==> src/rtl/wb_ram_responder_if.sv <==
`default_nettype none
// ============================================================================
//  Module      : wb_ram_responder_if
//  Description : Wishbone classic single-transfer bus bundle between the CPU
//                data master and the block-RAM responder.
//  Revision    : 1.0 - initial release
// ============================================================================
interface wb_ram_responder_if;
    logic        cyc_i;
    logic        stb_i;
    logic        we_i;
    logic [31:0] adr_i;
    logic [3:0]  sel_i;
    logic [31:0] dat_i;
    logic [31:0] dat_o;
    logic        ack_o;
    logic        err_o;

    modport slave (
        input  cyc_i, stb_i, we_i, adr_i, sel_i, dat_i,
        output dat_o, ack_o, err_o
    );

    modport master (
        output cyc_i, stb_i, we_i, adr_i, sel_i, dat_i,
        input  dat_o, ack_o, err_o
    );
endinterface
`default_nettype wire

==> src/rtl/wb_ram_responder.sv <==
`default_nettype none
// ============================================================================
//  Module      : wb_ram_responder
//  Description : Wishbone classic slave front-end for a synchronous block RAM.
//                Tracks each request and returns exactly one ack or err pulse
//                per transfer; read latency is parameterised.
//  Revision    : 1.0 - initial release
// ============================================================================
module wb_ram_responder #(
    parameter int ADDR_WIDTH = 15,
    parameter int READ_LAT   = 1
) (
    input  wire logic                  clk_i,
    input  wire logic                  rst_i,
    wb_ram_responder_if.slave          bus,
    output logic [ADDR_WIDTH-1:0]      ram_addr,
    output logic [31:0]                ram_wdata,
    output logic                       ram_we,
    output logic [3:0]                 ram_be,
    input  wire logic [31:0]           ram_rdata
);

    typedef enum logic [1:0] {
        IDLE    = 2'd0,
        RD_WAIT = 2'd1,
        RESP    = 2'd2
    } state_t;

    // Counter load value: RD_WAIT is left at the edge where the counter is 0.
    localparam logic [1:0] LAT_LOAD = 2'(READ_LAT - 1);

    state_t                  state;
    state_t                  state_nxt;
    logic [1:0]              lat_cnt;
    logic [ADDR_WIDTH-1:0]   rd_addr;
    logic [31:0]             rd_data;
    logic                    resp_err;
    logic                    resp_err_nxt;
    logic                    load_cnt;
    logic                    capture;
    logic                    req;
    logic                    in_range;
    logic                    ram_we_raw;
    logic                    unused_bits;

    assign req         = bus.cyc_i & bus.stb_i;
    // Byte offset within the word carries no meaning for a 32-bit RAM.
    assign unused_bits = ^bus.adr_i[1:0];

    // Out-of-range detection only exists when the RAM does not span the whole bus.
    generate
        if (ADDR_WIDTH >= 30) begin : g_full_range
            assign in_range = 1'b1;
        end else begin : g_range_check
            assign in_range = (bus.adr_i[31:ADDR_WIDTH+2] == '0);
        end
    endgenerate

    assign ram_wdata = bus.dat_i;
    assign ram_be    = bus.sel_i;
    // Writes are never issued while reset is held.
    assign ram_we    = ram_we_raw & ~rst_i;

    assign bus.dat_o = rd_data;
    assign bus.ack_o = (state == RESP) & ~resp_err;
    assign bus.err_o = (state == RESP) &  resp_err;

    // Next-state, RAM strobe and address selection.
    always_comb begin
        state_nxt    = state;
        resp_err_nxt = resp_err;
        load_cnt     = 1'b0;
        capture      = 1'b0;
        ram_we_raw   = 1'b0;
        ram_addr     = (state == RD_WAIT) ? rd_addr : bus.adr_i[ADDR_WIDTH+1:2];
        case (state)
            IDLE: begin
                if (req) begin
                    if (!in_range) begin
                        state_nxt    = RESP;
                        resp_err_nxt = 1'b1;
                    end else if (bus.we_i) begin
                        ram_we_raw   = 1'b1;
                        state_nxt    = RESP;
                        resp_err_nxt = 1'b0;
                    end else begin
                        load_cnt     = 1'b1;
                        state_nxt    = RD_WAIT;
                    end
                end
            end
            RD_WAIT: begin
                // Master abandoning the cycle takes priority over completion.
                if (!bus.cyc_i) begin
                    state_nxt = IDLE;
                end else if (lat_cnt == 2'd0) begin
                    capture      = 1'b1;
                    state_nxt    = RESP;
                    resp_err_nxt = 1'b0;
                end
            end
            RESP: begin
                state_nxt = IDLE;
            end
            default: begin
                state_nxt = IDLE;
            end
        endcase
    end

    // State, latency counter, latched read address and read-data register.
    always_ff @(posedge clk_i) begin
        if (rst_i) begin
            state    <= IDLE;
            lat_cnt  <= 2'd0;
            rd_addr  <= '0;
            rd_data  <= 32'd0;
            resp_err <= 1'b0;
        end else begin
            state    <= state_nxt;
            resp_err <= resp_err_nxt;
            if (load_cnt) begin
                lat_cnt <= LAT_LOAD;
                rd_addr <= bus.adr_i[ADDR_WIDTH+1:2];
            end else if (state == RD_WAIT && lat_cnt != 2'd0) begin
                lat_cnt <= lat_cnt - 2'd1;
            end
            if (capture) begin
                rd_data <= ram_rdata;
            end
        end
    end

endmodule
`default_nettype wire
==> src/flat_wrapper.sv <==
// flat-port wrapper written by rule: the top's interface ports become plain ports
module wb_ram_responder_flat 
#(
    parameter int ADDR_WIDTH = 15,
    parameter int READ_LAT   = 1
)
  (clk_i, rst_i, ram_addr, ram_wdata, ram_we, ram_be, ram_rdata, bus_cyc_i, bus_stb_i, bus_we_i, bus_adr_i, bus_sel_i, bus_dat_i, bus_dat_o, bus_ack_o, bus_err_o);
  wb_ram_responder_if bus_i ();
  input  wire logic clk_i;
  input  wire logic rst_i;
  output logic [ADDR_WIDTH-1:0] ram_addr;
  output logic [31:0] ram_wdata;
  output logic ram_we;
  output logic [3:0] ram_be;
  input  wire logic [31:0] ram_rdata;
  input wire logic [$bits(bus_i.cyc_i)-1:0] bus_cyc_i;
  input wire logic [$bits(bus_i.stb_i)-1:0] bus_stb_i;
  input wire logic [$bits(bus_i.we_i)-1:0] bus_we_i;
  input wire logic [$bits(bus_i.adr_i)-1:0] bus_adr_i;
  input wire logic [$bits(bus_i.sel_i)-1:0] bus_sel_i;
  input wire logic [$bits(bus_i.dat_i)-1:0] bus_dat_i;
  output wire logic [$bits(bus_i.dat_o)-1:0] bus_dat_o;
  output wire logic [$bits(bus_i.ack_o)-1:0] bus_ack_o;
  output wire logic [$bits(bus_i.err_o)-1:0] bus_err_o;
  assign bus_i.cyc_i = bus_cyc_i;
  assign bus_i.stb_i = bus_stb_i;
  assign bus_i.we_i = bus_we_i;
  assign bus_i.adr_i = bus_adr_i;
  assign bus_i.sel_i = bus_sel_i;
  assign bus_i.dat_i = bus_dat_i;
  assign bus_dat_o = bus_i.dat_o;
  assign bus_ack_o = bus_i.ack_o;
  assign bus_err_o = bus_i.err_o;
  wb_ram_responder #(.ADDR_WIDTH(ADDR_WIDTH), .READ_LAT(READ_LAT)) u_core (.clk_i(clk_i), .rst_i(rst_i), .bus(bus_i), .ram_addr(ram_addr), .ram_wdata(ram_wdata), .ram_we(ram_we), .ram_be(ram_be), .ram_rdata(ram_rdata));
endmodule
==> config.mk <==
export PLATFORM = sky130hd
export DESIGN_NAME = wb_ram_responder_flat
export DESIGN_NICKNAME = d
export VERILOG_FILES = /design/src/rtl/wb_ram_responder_if.sv /design/src/rtl/wb_ram_responder.sv /design/src/flat_wrapper.sv
export SDC_FILE = /design/constraint.sdc
export NUM_CORES = 1
export LEC_CHECK = 0
export CORE_AREA = 3 3 88 90
export DETAILED_ROUTE_END_ITERATION = 6
export DIE_AREA = 0 0 91 93
export GPL_ROUTABILITY_DRIVEN = 0
export GPL_TIMING_DRIVEN = 0
export MAX_ROUTING_LAYER = met4
export PLACE_DENSITY_LB_ADDON = 0.05
export SYNTH_ARGS = -nofsm -noshare
export SYNTH_HDL_FRONTEND = slang
export SYNTH_SLANG_ARGS = --single-unit
==> constraint.sdc <==
create_clock -name clk_i -period 3.4 [get_ports clk_i]
set_clock_uncertainty 0.05 [all_clocks]
set_input_delay 0.51 -clock clk_i [delete_from_list [all_inputs] [get_ports clk_i]]
set_output_delay 0.51 -clock clk_i [all_outputs]
set_load 0.005 [all_outputs]
==> results.ini <==
[global_routing]
grt_pass1_wl_um=11410
grt_max_degree=16
grt_usage=0.1654
antenna_found_initial=0
grt_overflow=0
grt_pass1_vias=2493

[sta]
clock.fmax_ghz=0.3448
hold_viol=0
setup_viol=0
relSlewSlack=0.6980
max_slew.worst_pin.slew_ns=0.4530
fin_crit_sh=0.8530
min_period_ns=2.900
drv_slew=0
setup_tns_ns=0
rsz0062_at_grt=false

[worst_setup_path]
endpoint_kind=primary output
crit_required_ns=2.84
crit_buf_inv=2
crit_family=buffers and inverters
cpMaxStageDelayCell=clkdlybuf4s50_1
crit_chain=clkdlybuf4s50_1 -> nor4_2 -> nand4_2 -> nor4b_1 -> clkdlybuf4s50_1
critPathArrivalTime_ns=2.34
r2r-start=u_core.state[0]
reg2reg_to=u_core.bus.dat_o[3]
worstRegToRegCells=6
cp-start-kind=primary input
crit_type=in -> out
crit_path_frequent_cell=clkdlybuf4s50_1
r2r_slack_ns=1.72
cpPeakStageDelay_ns=0.58
cp_max_fo=5

[synthesis]
yosysSeqAreaShare=0.4041
syn-cell-area_sq_um=2576
async_reset_ff_frac=0
synth-edff-count=0
synthCells=330
synth-seq-cells=52
synth.distinct_cells=32
synth_ff_type=dfxtp_1
ys_warn_count=0
postSynthNetCount=436
syn_avg_cell_area_sq_um=7.807

[drt]
firstDrtPassIters=4
antenna_left=0
vias_per_cell=4.390
drc=0
drt-initial-drc-count=57
routed_wl_um=6928
wl_per_cell_um=11.76
vias=2586

[final_layout]
fillerInstances=711
mostFrequentLayoutCells=152 x clkdlybuf4s50_1, 111 x nand2_1, 52 x dfxtp_1, 36 x buf_4, 32 x a21oi_1
syn_to_final_growth_pct=67.46
antenna_cells=0
nets=595
final_layout_size_suffix_gt1_frac=0.1163
final_common_cell=clkdlybuf4s50_1

[cts]
htreeDepth=2
insertion_delay_ns=0.30
hold_buffers=0
cts-root-buf=clkbuf_8
cts_tree=yes
clk_pin_slew_ns=0.08
postCtsSetupBuffers=0
clockBufferDepth=2
cts_resized=0
cts_buffers=5
cts_sinks=52

[placed_design]
dp_hpwl_um=5439
portBuffers=152

[pwr]
p_per_area_nw_per_um2=274.4
power_w=0.001184
vdd_drop_max_mv=0.1447
p_leak_nw=1.618

[die]
core_area_sq_um=7137
die_area_sq_um=8463
rows=31
initial_core_util=0.3610
boundaryPins=191
die_h_um=93
die_width_um=91

[run]
maxCapViolCount=0

[hold_path]
min_from=u_core.bus.dat_o[19]
whs_endpoint=u_core.bus.dat_o[19]
hp-class=reg -> reg
holdPathStages=2

[status]
outcome=completed

## flip-flops by register name, indices dropped and copies added, names as in the netlist
signal,flops
u_core.rd_addr,15
u_core.state,2
u_core.lat_cnt,2
u_core.resp_err,1
u_core.bus.dat_o,32
## final cells by class
cell class,count,area [sq um],area share
clock inverter,2,10.01,0.002320
multi-input combinational,220,1154,0.2674
clock buffer,6,82.58,0.01914
sequential,52,1041,0.2413
inverter,2,7.507,0.001740
buffer,56,374.1,0.08672
tap,99,123.9,0.02871
timing repair buffer,152,1521,0.3527
## per-layer routing
| metal | track usage | part of all wire | up-vias |
|---|---|---|---|
| met2 | 0.2802 | 0.48 | 116 |
| met3 | 0.04103 | 0.075 | 8 |
| li1 | - | - | 1336 |
| met5 | - | 0 | - |
| met4 | 0.04648 | 0.015 | 0 |
| met1 | 0.1964 | 0.43 | 1126 |
## synthesized netlist by cell type, drive strengths merged (2+ instances only)
master | instances | area [sq um]
buf | 43 | 325.3
nand2b | 31 | 193.9
nand2 | 111 | 416.7
mux2i | 15 | 150.1
dfxtp | 52 | 1041
clkbuf | 13 | 48.80
nor2b | 4 | 25.02
nor4 | 3 | 37.54
inv | 2 | 7.510
a21oi | 32 | 160.2
nor2 | 4 | 15.01
nor3 | 5 | 30.03
## worst max path at each step
stage	start	endpoint	slack, ns	cells after the start
2_1_floorplan	bus_adr_i[23]	ram_we	1.52	3
3_3_place_gp	bus_adr_i[19]	ram_we	0.49	5
3_5_place_dp	bus_adr_i[19]	ram_we	0.48	5
4_1_cts	bus_adr_i[19]	ram_we	0.48	5
5_1_grt	bus_adr_i[18]	ram_we	0.40	5
6_report	bus_adr_i[19]	ram_we	0.50	5
## stage by stage
step                utilization  worst slack (ns)  cells  area (sq um)  hold slack [ns]
finish                   0.6045            0.4996    589          4314           0.4075
global route             0.6045            0.3978    589          4314           0.4205
CTS                      0.6045            0.4797    589          4314           0.4091
detailed placement       0.5915            0.4797    581          4222           0.3961
global placement         0.5915            0.4935    581          4222           0.3917
floorplan                     -             1.516    330          2576           0.3989
## cells by family (layout without fill, tap and decap cells)
| kind of cell | Yosys count | count (layout) | share of synthesized area |
|---|---|---|---|
| DFF | 52 | 52 | 0.4041 |
| buffers and inverters | 58 | 218 | 0.1481 |
| AOI/OAI and AO/OA | 38 | 38 | 0.08111 |
| adders and majority gates | 1 | 1 | 0.004856 |
| muxes | 15 | 15 | 0.05828 |
| and+or+nand+nor | 165 | 165 | 0.3001 |
| xor gates and xnor gates | 1 | 1 | 0.003400 |
## worst min-delay path: stages, from the launching register on
cell and delay, ns:
dfxtp_1 0.31, nand2_1 0.05, a21oi_1 0.05
## report_power, final
part / internal (W) / leakage, nW / switching (W)
Sequential: 0.000610 / 0.419 / 0.00000114
Clock: 0.000163 / 0.0510 / 0.000191
Combinational: 0.000161 / 1.15 / 0.0000579
Note: power is estimated with default switching activity, not from simulation.
